**src/rtl/csr_unit.sv**
```systemverilog
// ---------------------------------------------------------------------------
// csr_unit
//
// Machine-mode control/status register file for a small RISC-V style core.
// Holds mstatus (MIE/MPIE only), mtvec, mscratch, mepc, mcause, mtval and
// the 64-bit mcycle/minstret counters with their read-only user shadows.
//
// Ports
//   clk            clock, all state changes on the rising edge
//   rst_n          asynchronous active-low reset
//   csr_en         a CSR instruction is presented this cycle
//   csr_op         00 no-op, 01 RW, 10 RS (set bits), 11 RC (clear bits)
//   csr_addr       12-bit CSR address
//   csr_wdata      source operand of the CSR instruction
//   csr_rdata      current (pre-update) value of the addressed CSR
//   csr_illegal    access faults: unknown address or write to read-only CSR
//   instr_retire   one instruction retires this cycle (minstret increment)
//   trap_en        trap entry request
//   trap_pc        pc of the trapping instruction (stored into mepc)
//   trap_cause     trap cause (stored into mcause)
//   trap_val       trap value (stored into mtval)
//   mret_en        MRET executed this cycle
//   trap_vector    current mtvec
//   mepc_out       current mepc
//   mie_out        current mstatus.MIE
// ---------------------------------------------------------------------------
module csr_unit #(
    parameter int              XLEN         = 32,
    parameter logic [XLEN-1:0] MTVEC_RESET  = '0,
    parameter int              HAS_COUNTERS = 1
) (
    input  logic            clk,
    input  logic            rst_n,
    input  logic            csr_en,
    input  logic [1:0]      csr_op,
    input  logic [11:0]     csr_addr,
    input  logic [XLEN-1:0] csr_wdata,
    output logic [XLEN-1:0] csr_rdata,
    output logic            csr_illegal,
    input  logic            instr_retire,
    input  logic            trap_en,
    input  logic [XLEN-1:0] trap_pc,
    input  logic [XLEN-1:0] trap_cause,
    input  logic [XLEN-1:0] trap_val,
    input  logic            mret_en,
    output logic [XLEN-1:0] trap_vector,
    output logic [XLEN-1:0] mepc_out,
    output logic            mie_out
);

    // ------------------------------------------------------------------
    // Constants
    // ------------------------------------------------------------------
    localparam logic [1:0] OP_NOP = 2'b00;
    localparam logic [1:0] OP_RW  = 2'b01;
    localparam logic [1:0] OP_RS  = 2'b10;
    localparam logic [1:0] OP_RC  = 2'b11;

    localparam logic [11:0] ADDR_MSTATUS   = 12'h300;
    localparam logic [11:0] ADDR_MTVEC     = 12'h305;
    localparam logic [11:0] ADDR_MSCRATCH  = 12'h340;
    localparam logic [11:0] ADDR_MEPC      = 12'h341;
    localparam logic [11:0] ADDR_MCAUSE    = 12'h342;
    localparam logic [11:0] ADDR_MTVAL     = 12'h343;
    localparam logic [11:0] ADDR_MCYCLE    = 12'hB00;
    localparam logic [11:0] ADDR_MINSTRET  = 12'hB02;
    localparam logic [11:0] ADDR_MCYCLEH   = 12'hB80;
    localparam logic [11:0] ADDR_MINSTRETH = 12'hB82;
    localparam logic [11:0] ADDR_CYCLE     = 12'hC00;
    localparam logic [11:0] ADDR_INSTRET   = 12'hC02;
    localparam logic [11:0] ADDR_CYCLEH    = 12'hC80;
    localparam logic [11:0] ADDR_INSTRETH  = 12'hC82;

    localparam bit CNT_EN = (HAS_COUNTERS != 0);
    localparam bit RV32   = (XLEN == 32);

    // mtvec and mepc are always word aligned (direct vectoring only).
    localparam logic [XLEN-1:0] ALIGN_MASK = {{(XLEN-2){1'b1}}, 2'b00};
    localparam logic [XLEN-1:0] MTVEC_INIT = MTVEC_RESET & ALIGN_MASK;

    // ------------------------------------------------------------------
    // State
    // ------------------------------------------------------------------
    logic            mie_q,      mie_d;
    logic            mpie_q,     mpie_d;
    logic [XLEN-1:0] mtvec_q,    mtvec_d;
    logic [XLEN-1:0] mscratch_q, mscratch_d;
    logic [XLEN-1:0] mepc_q,     mepc_d;
    logic [XLEN-1:0] mcause_q,   mcause_d;
    logic [XLEN-1:0] mtval_q,    mtval_d;

    // Counter index 0 = mcycle, 1 = minstret.
    logic [63:0]     cnt_val [2];
    logic [1:0]      cnt_inc;
    logic [1:0]      cnt_we_lo;
    logic [1:0]      cnt_we_hi;

    // ------------------------------------------------------------------
    // Read decode
    // ------------------------------------------------------------------
    logic [XLEN-1:0] mstatus_view;
    logic [XLEN-1:0] rdata_sel;
    logic            addr_impl;
    logic            write_req;
    logic            csr_we;
    logic [XLEN-1:0] new_val;

    always_comb begin
        mstatus_view    = '0;
        mstatus_view[3] = mie_q;
        mstatus_view[7] = mpie_q;
    end

    always_comb begin
        addr_impl = 1'b0;
        rdata_sel = '0;
        case (csr_addr)
            ADDR_MSTATUS: begin
                addr_impl = 1'b1;
                rdata_sel = mstatus_view;
            end
            ADDR_MTVEC: begin
                addr_impl = 1'b1;
                rdata_sel = mtvec_q;
            end
            ADDR_MSCRATCH: begin
                addr_impl = 1'b1;
                rdata_sel = mscratch_q;
            end
            ADDR_MEPC: begin
                addr_impl = 1'b1;
                rdata_sel = mepc_q;
            end
            ADDR_MCAUSE: begin
                addr_impl = 1'b1;
                rdata_sel = mcause_q;
            end
            ADDR_MTVAL: begin
                addr_impl = 1'b1;
                rdata_sel = mtval_q;
            end
            ADDR_MCYCLE, ADDR_CYCLE: begin
                addr_impl = CNT_EN;
                rdata_sel = cnt_val[0][XLEN-1:0];
            end
            ADDR_MINSTRET, ADDR_INSTRET: begin
                addr_impl = CNT_EN;
                rdata_sel = cnt_val[1][XLEN-1:0];
            end
            // Upper halves only exist as separate CSRs on a 32-bit machine.
            ADDR_MCYCLEH, ADDR_CYCLEH: begin
                addr_impl = CNT_EN && RV32;
                rdata_sel = XLEN'(cnt_val[0][63:32]);
            end
            ADDR_MINSTRETH, ADDR_INSTRETH: begin
                addr_impl = CNT_EN && RV32;
                rdata_sel = XLEN'(cnt_val[1][63:32]);
            end
            default: begin
                addr_impl = 1'b0;
                rdata_sel = '0;
            end
        endcase
    end

    assign csr_rdata = addr_impl ? rdata_sel : '0;

    // RS/RC with a zero operand are pure reads, so they may target the
    // read-only 0xCxx block without faulting.
    assign write_req = (csr_op == OP_RW) ||
                       (((csr_op == OP_RS) || (csr_op == OP_RC)) && (|csr_wdata));

    assign csr_illegal = csr_en &&
                         (!addr_impl || (write_req && (csr_addr[11:10] == 2'b11)));

    assign csr_we = csr_en && !csr_illegal && write_req;

    always_comb begin
        new_val = csr_rdata;
        case (csr_op)
            OP_RW:   new_val = csr_wdata;
            OP_RS:   new_val = csr_rdata | csr_wdata;
            OP_RC:   new_val = csr_rdata & ~csr_wdata;
            OP_NOP:  new_val = csr_rdata;
            default: new_val = csr_rdata;
        endcase
    end

    // ------------------------------------------------------------------
    // Write strobes
    // ------------------------------------------------------------------
    logic we_mstatus, we_mtvec, we_mscratch, we_mepc, we_mcause, we_mtval;

    assign we_mstatus  = csr_we && (csr_addr == ADDR_MSTATUS);
    assign we_mtvec    = csr_we && (csr_addr == ADDR_MTVEC);
    assign we_mscratch = csr_we && (csr_addr == ADDR_MSCRATCH);
    assign we_mepc     = csr_we && (csr_addr == ADDR_MEPC);
    assign we_mcause   = csr_we && (csr_addr == ADDR_MCAUSE);
    assign we_mtval    = csr_we && (csr_addr == ADDR_MTVAL);

    assign cnt_we_lo = {csr_we && (csr_addr == ADDR_MINSTRET),
                        csr_we && (csr_addr == ADDR_MCYCLE)};
    assign cnt_we_hi = {csr_we && (csr_addr == ADDR_MINSTRETH),
                        csr_we && (csr_addr == ADDR_MCYCLEH)};
    assign cnt_inc   = {instr_retire, 1'b1};

    // ------------------------------------------------------------------
    // Trap / MRET / CSR-write next state
    // Trap entry beats MRET, which beats a software write, but only for
    // the registers each of them touches.
    // ------------------------------------------------------------------
    always_comb begin
        mie_d      = mie_q;
        mpie_d     = mpie_q;
        mtvec_d    = mtvec_q;
        mscratch_d = mscratch_q;
        mepc_d     = mepc_q;
        mcause_d   = mcause_q;
        mtval_d    = mtval_q;

        if (we_mtvec) begin
            mtvec_d = new_val & ALIGN_MASK;
        end
        if (we_mscratch) begin
            mscratch_d = new_val;
        end

        if (trap_en) begin
            mpie_d = mie_q;
            mie_d  = 1'b0;
        end else if (mret_en) begin
            mie_d  = mpie_q;
            mpie_d = 1'b1;
        end else if (we_mstatus) begin
            mie_d  = new_val[3];
            mpie_d = new_val[7];
        end

        if (trap_en) begin
            mepc_d   = trap_pc & ALIGN_MASK;
            mcause_d = trap_cause;
            mtval_d  = trap_val;
        end else begin
            if (we_mepc) begin
                mepc_d = new_val & ALIGN_MASK;
            end
            if (we_mcause) begin
                mcause_d = new_val;
            end
            if (we_mtval) begin
                mtval_d = new_val;
            end
        end
    end

    always_ff @(posedge clk or negedge rst_n) begin
        if (!rst_n) begin
            mie_q      <= 1'b0;
            mpie_q     <= 1'b0;
            mtvec_q    <= MTVEC_INIT;
            mscratch_q <= '0;
            mepc_q     <= '0;
            mcause_q   <= '0;
            mtval_q    <= '0;
        end else begin
            mie_q      <= mie_d;
            mpie_q     <= mpie_d;
            mtvec_q    <= mtvec_d;
            mscratch_q <= mscratch_d;
            mepc_q     <= mepc_d;
            mcause_q   <= mcause_d;
            mtval_q    <= mtval_d;
        end
    end

    // ------------------------------------------------------------------
    // 64-bit counters. An explicit write to either half replaces that half
    // and holds the counter for the cycle instead of incrementing it.
    // ------------------------------------------------------------------
    genvar gi;
    generate
        for (gi = 0; gi < 2; gi++) begin : g_counter
            logic [63:0] cnt_q, cnt_d;

            always_comb begin
                cnt_d = cnt_q;
                if (cnt_we_lo[gi]) begin
                    cnt_d = RV32 ? {cnt_q[63:32], new_val[31:0]} : 64'(new_val);
                end else if (cnt_we_hi[gi]) begin
                    cnt_d = {new_val[31:0], cnt_q[31:0]};
                end else if (CNT_EN && cnt_inc[gi]) begin
                    cnt_d = cnt_q + 64'd1;
                end
            end

            always_ff @(posedge clk or negedge rst_n) begin
                if (!rst_n) begin
                    cnt_q <= '0;
                end else begin
                    cnt_q <= cnt_d;
                end
            end

            assign cnt_val[gi] = cnt_q;
        end
    endgenerate

    // ------------------------------------------------------------------
    // Direct register outputs
    // ------------------------------------------------------------------
    assign trap_vector = mtvec_q;
    assign mepc_out    = mepc_q;
    assign mie_out     = mie_q;

endmodule

```
**config.mk**
```make
export PLATFORM = sky130hd
export DESIGN_NAME = csr_unit
export DESIGN_NICKNAME = d
export VERILOG_FILES = /design/src/rtl/csr_unit.sv
export SDC_FILE = /design/constraint.sdc
export NUM_CORES = 1
export LEC_CHECK = 0
export ABC_CLOCK_PERIOD_IN_PS = 2850
export CORE_MARGIN = 4
export CORE_UTILIZATION = 40
export CTS_BUF_LIST = sky130_fd_sc_hd__clkbuf_8
export DETAILED_ROUTE_END_ITERATION = 16
export PLACE_DENSITY = 0.63
export SLEW_MARGIN = 20
export SYNTH_ARGS = -nofsm -noshare
export SYNTH_HDL_FRONTEND = slang
export SYNTH_SLANG_ARGS = --single-unit
```
**constraint.sdc**
```tcl
create_clock -name clk -period 2.85 [get_ports clk]
set_input_delay 0.57 -clock clk [delete_from_list [all_inputs] [get_ports clk]]
set_output_delay 0.57 -clock clk [all_outputs]
set_load 0.005 [all_outputs]
```
### Word level (Yosys, flattened, before mapping)

Cells that the tools add are included.
W data, S select, Z words.

* flip-flop bits (word level): 288
* logic and storage cells: 93

* $add $sub $neg: 2
* equality and inequality tests: 20
* multiplexer cells: 21
* bitwise gates (word level): 4
* reduce and logical (&&, ||, !) cells: 35

Operators with widths (number)
* $pmux W32 S10: 1
* $mux W32: 9
* $mux W64: 3
* $add A64 B1 Y64 const B: 2
* $pmux W32 S4: 1
* $eq A12 B12 Y1 const B: 8
* $eq A12 B10 Y1 const B: 6
* $and A32 B32 Y32: 1
* $not A32 Y32: 1
* $or A32 B32 Y32: 1
* $reduce_or A32 Y1: 1
* $logic_and A1 B1 Y1: 15
* $reduce_or A14 Y1: 1
* $reduce_bool A2 Y1: 5
* $reduce_or A2 Y1: 4
* $mux W1: 7
* $eq A2 B2 Y1 const B: 3
* $ne A2 B2 Y1 const B: 2
* $reduce_and A2 Y1: 2
* $logic_or A1 B1 Y1: 3
* $reduce_bool A3 Y1: 1
* $eq A2 B1 Y1 const B: 1
* $logic_not A1 Y1: 2
* $logic_not A2 Y1: 1
* $not A1 Y1: 1

### Depth between registers and ports, before layout

* depth after elaboration: 14
* depth in mapped cells: 11
* mapped depth without buffers: 8

### Least setup slack after synthesis

Ideal clock, no wire load.

* kind: in2out
* start point: in csr_addr[1]
* end point: out csr_rdata[22]
* arrival: 2.312 ns
* data required time: 2.280 ns
* slack: -0.032 ns
* stages: 8
* path through: buf_2 > buf_2 > buf_2 > buf_2 > mux2i_1 > nor2_1 > a2111oi_0 > inv_1

* cells in the longest elaborated chain, start to end: 4
* elaborated cells on any way between the ends: 22
* classes of those cells: eq/ne (14); mux (3); reduce/logical (5)

Ends and longest elaborated chain
* from (decl): line 36 `input logic [11:0] csr_addr,`
* $eq A12 B12 Y1 or $eq A12 B10 Y1 (tied branches): line 117 `case (csr_addr)`
* $reduce_or A2 Y1 (tied with other cells)
* $pmux W32 S10 or $mux W1 (tied branches): line 117
* $mux W32 (*): line 166 `assign csr_rdata = addr_impl ? rdata_sel : '0;`
* to (decl): line 38 `output logic [XLEN-1:0] csr_rdata,`

Mark *: on every way between the ends. The rest lies on a longest branch, timed or not.

### Worst setup path in the final report

* start point: in csr_addr[8]
* end point: out csr_rdata[9]

Same word-level chain as after synthesis.

==> run_results.csv <==
group,metric,value,unit
grt,grt_max_degree,85,
sta,timing.fmax,339,MHz
yosys,ys_warn_count,0,
sta,worst_pin_slew,0.732,ns
flow_run,max_cap_viol_count,0,
drt,ant_nets,0,
setup_path,cp_num_cells,13,
cts,cts.sinks,286,
grt,busiest_layer,"met2",
setup_path,r2r_cells,8,
yosys,synthArstFlopShare,100,%
status,outcome,"finished with violations",
drt,vias,21600,
setup_path,critPathKind,"input port to output port",
sta,post-route-period-util,104,%
grt,grt.total_usage,37.7,%
grt,use_met2,58.0,%
sta,setup_ws,-0.103,ns
grt,grt_pass1_wl,136000,um
hold_path,hp-class,"input port to asynchronous set/reset pin",
die,die_area,48300,um2
cts,cts_tree,"yes",
placed_design,place_area,24700,um2
yosys,syn_area,17900,um2
yosys,syn_avg_cell_area,8.72,um2
drt,drc,0,
drt,avgViaCountPerCell,6.27,
setup_path,required,2.28,ns
final_layout,postLayoutCoreUtil,63.8,%
setup_path,cp_num_buf_inv,8,
yosys,ys_ff_latch,286,
sta,whs,0.441,ns
sta,slew_headroom,51.1,%
sta,period_needed,2.95,ns
grt,gr-usage-met3,8.49,%
grt,antenna_found_initial,2,
die,start_util,40.5,%
die,core,44200,um2
grt,use_met1,50.7,%
sta,rsz0062_at_grt,"yes",
grt,overflow,0,
setup_path,cp-start-kind,"input port",
cts,cts-root-buf,"clkbuf_8",
setup_path,crit_path_max_fanout,3,
yosys,synthCells,2055,
sta,setup_viol,22,
setup_path,cp.arrival,2.38,ns
die,die-height,220,um
final_layout,area_growth,57.3,%
final_layout,design_area,28200,um2
die,die_w,220,um
placed_design,io_buffers,239,
die,row_count,77,
sta,finalHoldViolCount,0,
cts,path_clk_slew,0.07,ns
pwr,vdd_drop_max,392,uV
final_layout,num-nets-final,2959,
setup_path,cp_slowest_cell,"a221oi_2",
setup_path,cp_top_family,"buffers and inverters",
sta,skew,0.0258,ns
cts,cts_buffer_depth,3,
final_layout,drive_above_1_share,33.9,%
cts,h-tree-depth,2,
die,ios,246,
placed_design,dp.cells,3236,
drt,drt_iter0_markers,2732,
cts,cts_buffers,53,
status,violations,"negative setup slack",
drt,routed_wl,93700,um
yosys,ys_dominant_reg_cell,"dfrtp_1",
final_layout,fin_cells,3444,
pwr,powerDensity,396,nW/um2
sta,drv_slew,0,
pwr,power_leakage,12.3,nW
setup_path,cp_cell_sequence,"buf_6 > buf_6 > buf_6 > and3b_2 > buf_6 > buf_6 > o211ai_4 > buf_6 > buf_6 > o22ai_2 > a221oi_2 > o21ai_2 > buf_2",
yosys,ys_seq_area_share,39.9,%
cts,clk_latency,0.68,ns
sta,final.setup.tns,-1.02,ns
final_layout,fillCellCount,3652,
setup_path,slowest_delay,0.23,ns
placed_design,gp_congestion,1.07,
setup_path,cp-end-kind,"output port",
yosys,synthDistinctLibCells,89,
grt,grt_pass1_vias,21200,
yosys,synth_edf_count,0,
drt,dr.pass1.iters,9,
drt,drt-wirelength-per-cell,27.2,um
placed_design,dp_hpwl,70100,um
setup_path,path_common_cell,"buf_6",
layout by cell type, fill, tap and decap left out, types with 11 or more instances in the layout:
| master | n |
|---|---|
| buf_4 | 495 |
| dfrtp_1 | 284 |
| a21oi_1 | 187 |
| o21ai_0 | 174 |
| clkdlybuf4s50_1 | 171 |
| nand2_1 | 139 |
| nor2_1 | 133 |
| mux2i_1 | 103 |
| buf_6 | 81 |
| nor3b_1 | 72 |
| clkbuf_8 | 68 |
| nand3_1 | 59 |
| nand4_1 | 55 |
| a22oi_1 | 44 |
| buf_12 | 44 |
| inv_1 | 42 |
| xor2_1 | 40 |
| nor3_1 | 37 |
| xnor2_1 | 36 |
| and3_1 | 27 |
| nor4_1 | 25 |
| o21ai_1 | 22 |
| buf_2 | 22 |
| a31oi_1 | 18 |
| dlygate4sd2_1 | 18 |
| o22ai_1 | 17 |
| and2_1 | 17 |
| o211ai_1 | 16 |
| or3_1 | 14 |
| a21o_1 | 13 |
| nor2_4 | 12 |
| nor2b_1 | 12 |
| o22ai_4 | 11 |
| nor3_2 | 11 |
| mux2_2 | 11 |
power breakdown:
part	switching (W)	total (W)	internal [W]
combinational	0.00121	0.00231	0.00110
clock	0.00198	0.00422	0.00224
sequential	0.000306	0.00462	0.00432
total	0.00349	0.0112	0.00767
area by class of cell:
class	instances	area, um2	area share, %
multi-input cells	1589	11300	40.1
well taps	592	741	2.63
diodes	1	2.50	0.00887
flip-flops and latches	286	7160	25.4
repair buffers	848	7760	27.5
clock buffers	68	936	3.32
inverters	31	119	0.421
clock inverters	29	173	0.612
repair_timing:
item                                    CTS  global route
endpoints found under the setup margin  106            63
endpoints found under the hold margin    39             0
hold buffers                              1             0
pin swaps                                69            62
gates cloned                              4             1
buffers inserted                         80            46
gates resized for setup                 440           127
flip-flops by register name, indices dropped and copies added (netlist names):
name / flops
g_counter.cnt_q: 128
mcause_q: 32
mepc_out: 30
mie_out: 1
mpie_q: 1
mscratch_q: 32
mtval_q: 32
trap_vector: 30
kinds of logic after synthesis:
logic type | after synthesis | share of synthesized area, %
other cells | 1 | 0.0209
fa+ha+maj | 2 | 0.140
simple gates | 739 | 22.4
flops | 286 | 39.9
xor+xnor | 76 | 3.71
buf+inv | 183 | 4.52
compound gates | 646 | 22.2
mux | 122 | 7.10
metrics by stage:
step / setup WS [ns] / total power, W
after floorplan: 0.00305 / 0.00536
after global placement: -1.05 / 0.00676
after detailed placement: -1.12 / 0.00680
after CTS: -0.229 / 0.0111
after global routing: -0.151 / 0.0115
final: -0.103 / 0.0112
worst paths after layout:
| path | startpoint | endpoint | slack [ns] |
|---|---|---|---|
| min in group clk | trap_val[18] | mtval_q[18] | 0.51 |
| min reg2reg | mscratch_q[12] | mscratch_q[12] | 0.53 |
| max in group asynchronous | rst_n | g_counter[1].cnt_q[31] | 1.55 |
| min | rst_n | g_counter[0].cnt_q[34] | 0.44 |
| max reg2reg | g_counter[0].cnt_q[0] | g_counter[0].cnt_q[58] | 0.13 |
| max | csr_addr[8] | csr_rdata[9] | -0.10 |
metal layers:
layer	routed length, um	vias to the layer above
met5	13	-
met4	5400	2
met3	10400	350
met2	41100	1492
met1	36800	10500
li1	-	9205
synth_stat cells (all sizes together), types with 5 or more instances:
| cell | count | area (um2) |
|---|---|---|
| dfrtp | 286 | 7160 |
| o21ai | 210 | 1050 |
| a21oi | 189 | 946 |
| nand2 | 151 | 567 |
| nor2 | 151 | 567 |
| mux2i | 108 | 1080 |
| clkbuf | 88 | 332 |
| nor3b | 76 | 576 |
| nand3 | 68 | 340 |
| buf | 64 | 363 |
| nand4 | 55 | 344 |
| nor3 | 53 | 290 |
| a22oi | 51 | 383 |
| xor2 | 40 | 350 |
| nor4 | 38 | 278 |
| xnor2 | 36 | 315 |
| and3 | 33 | 206 |
| inv | 31 | 116 |
| o22ai | 31 | 194 |
| a31oi | 20 | 125 |
| and2 | 20 | 125 |
| or3 | 20 | 130 |
| o211ai | 18 | 145 |
| a221oi | 16 | 159 |
| nor2b | 14 | 87.6 |
| a21o | 13 | 97.6 |
| a22o | 12 | 105 |
| or4 | 12 | 90.1 |
| a211oi | 11 | 97.6 |
| and4 | 11 | 96.3 |
| mux2 | 11 | 124 |
| o221ai | 11 | 96.3 |
| or2 | 10 | 62.6 |
| nor4b | 7 | 80.1 |
| a2111oi | 5 | 45.0 |
| o31a | 5 | 43.8 |
(Power assumes the default switching activity.)
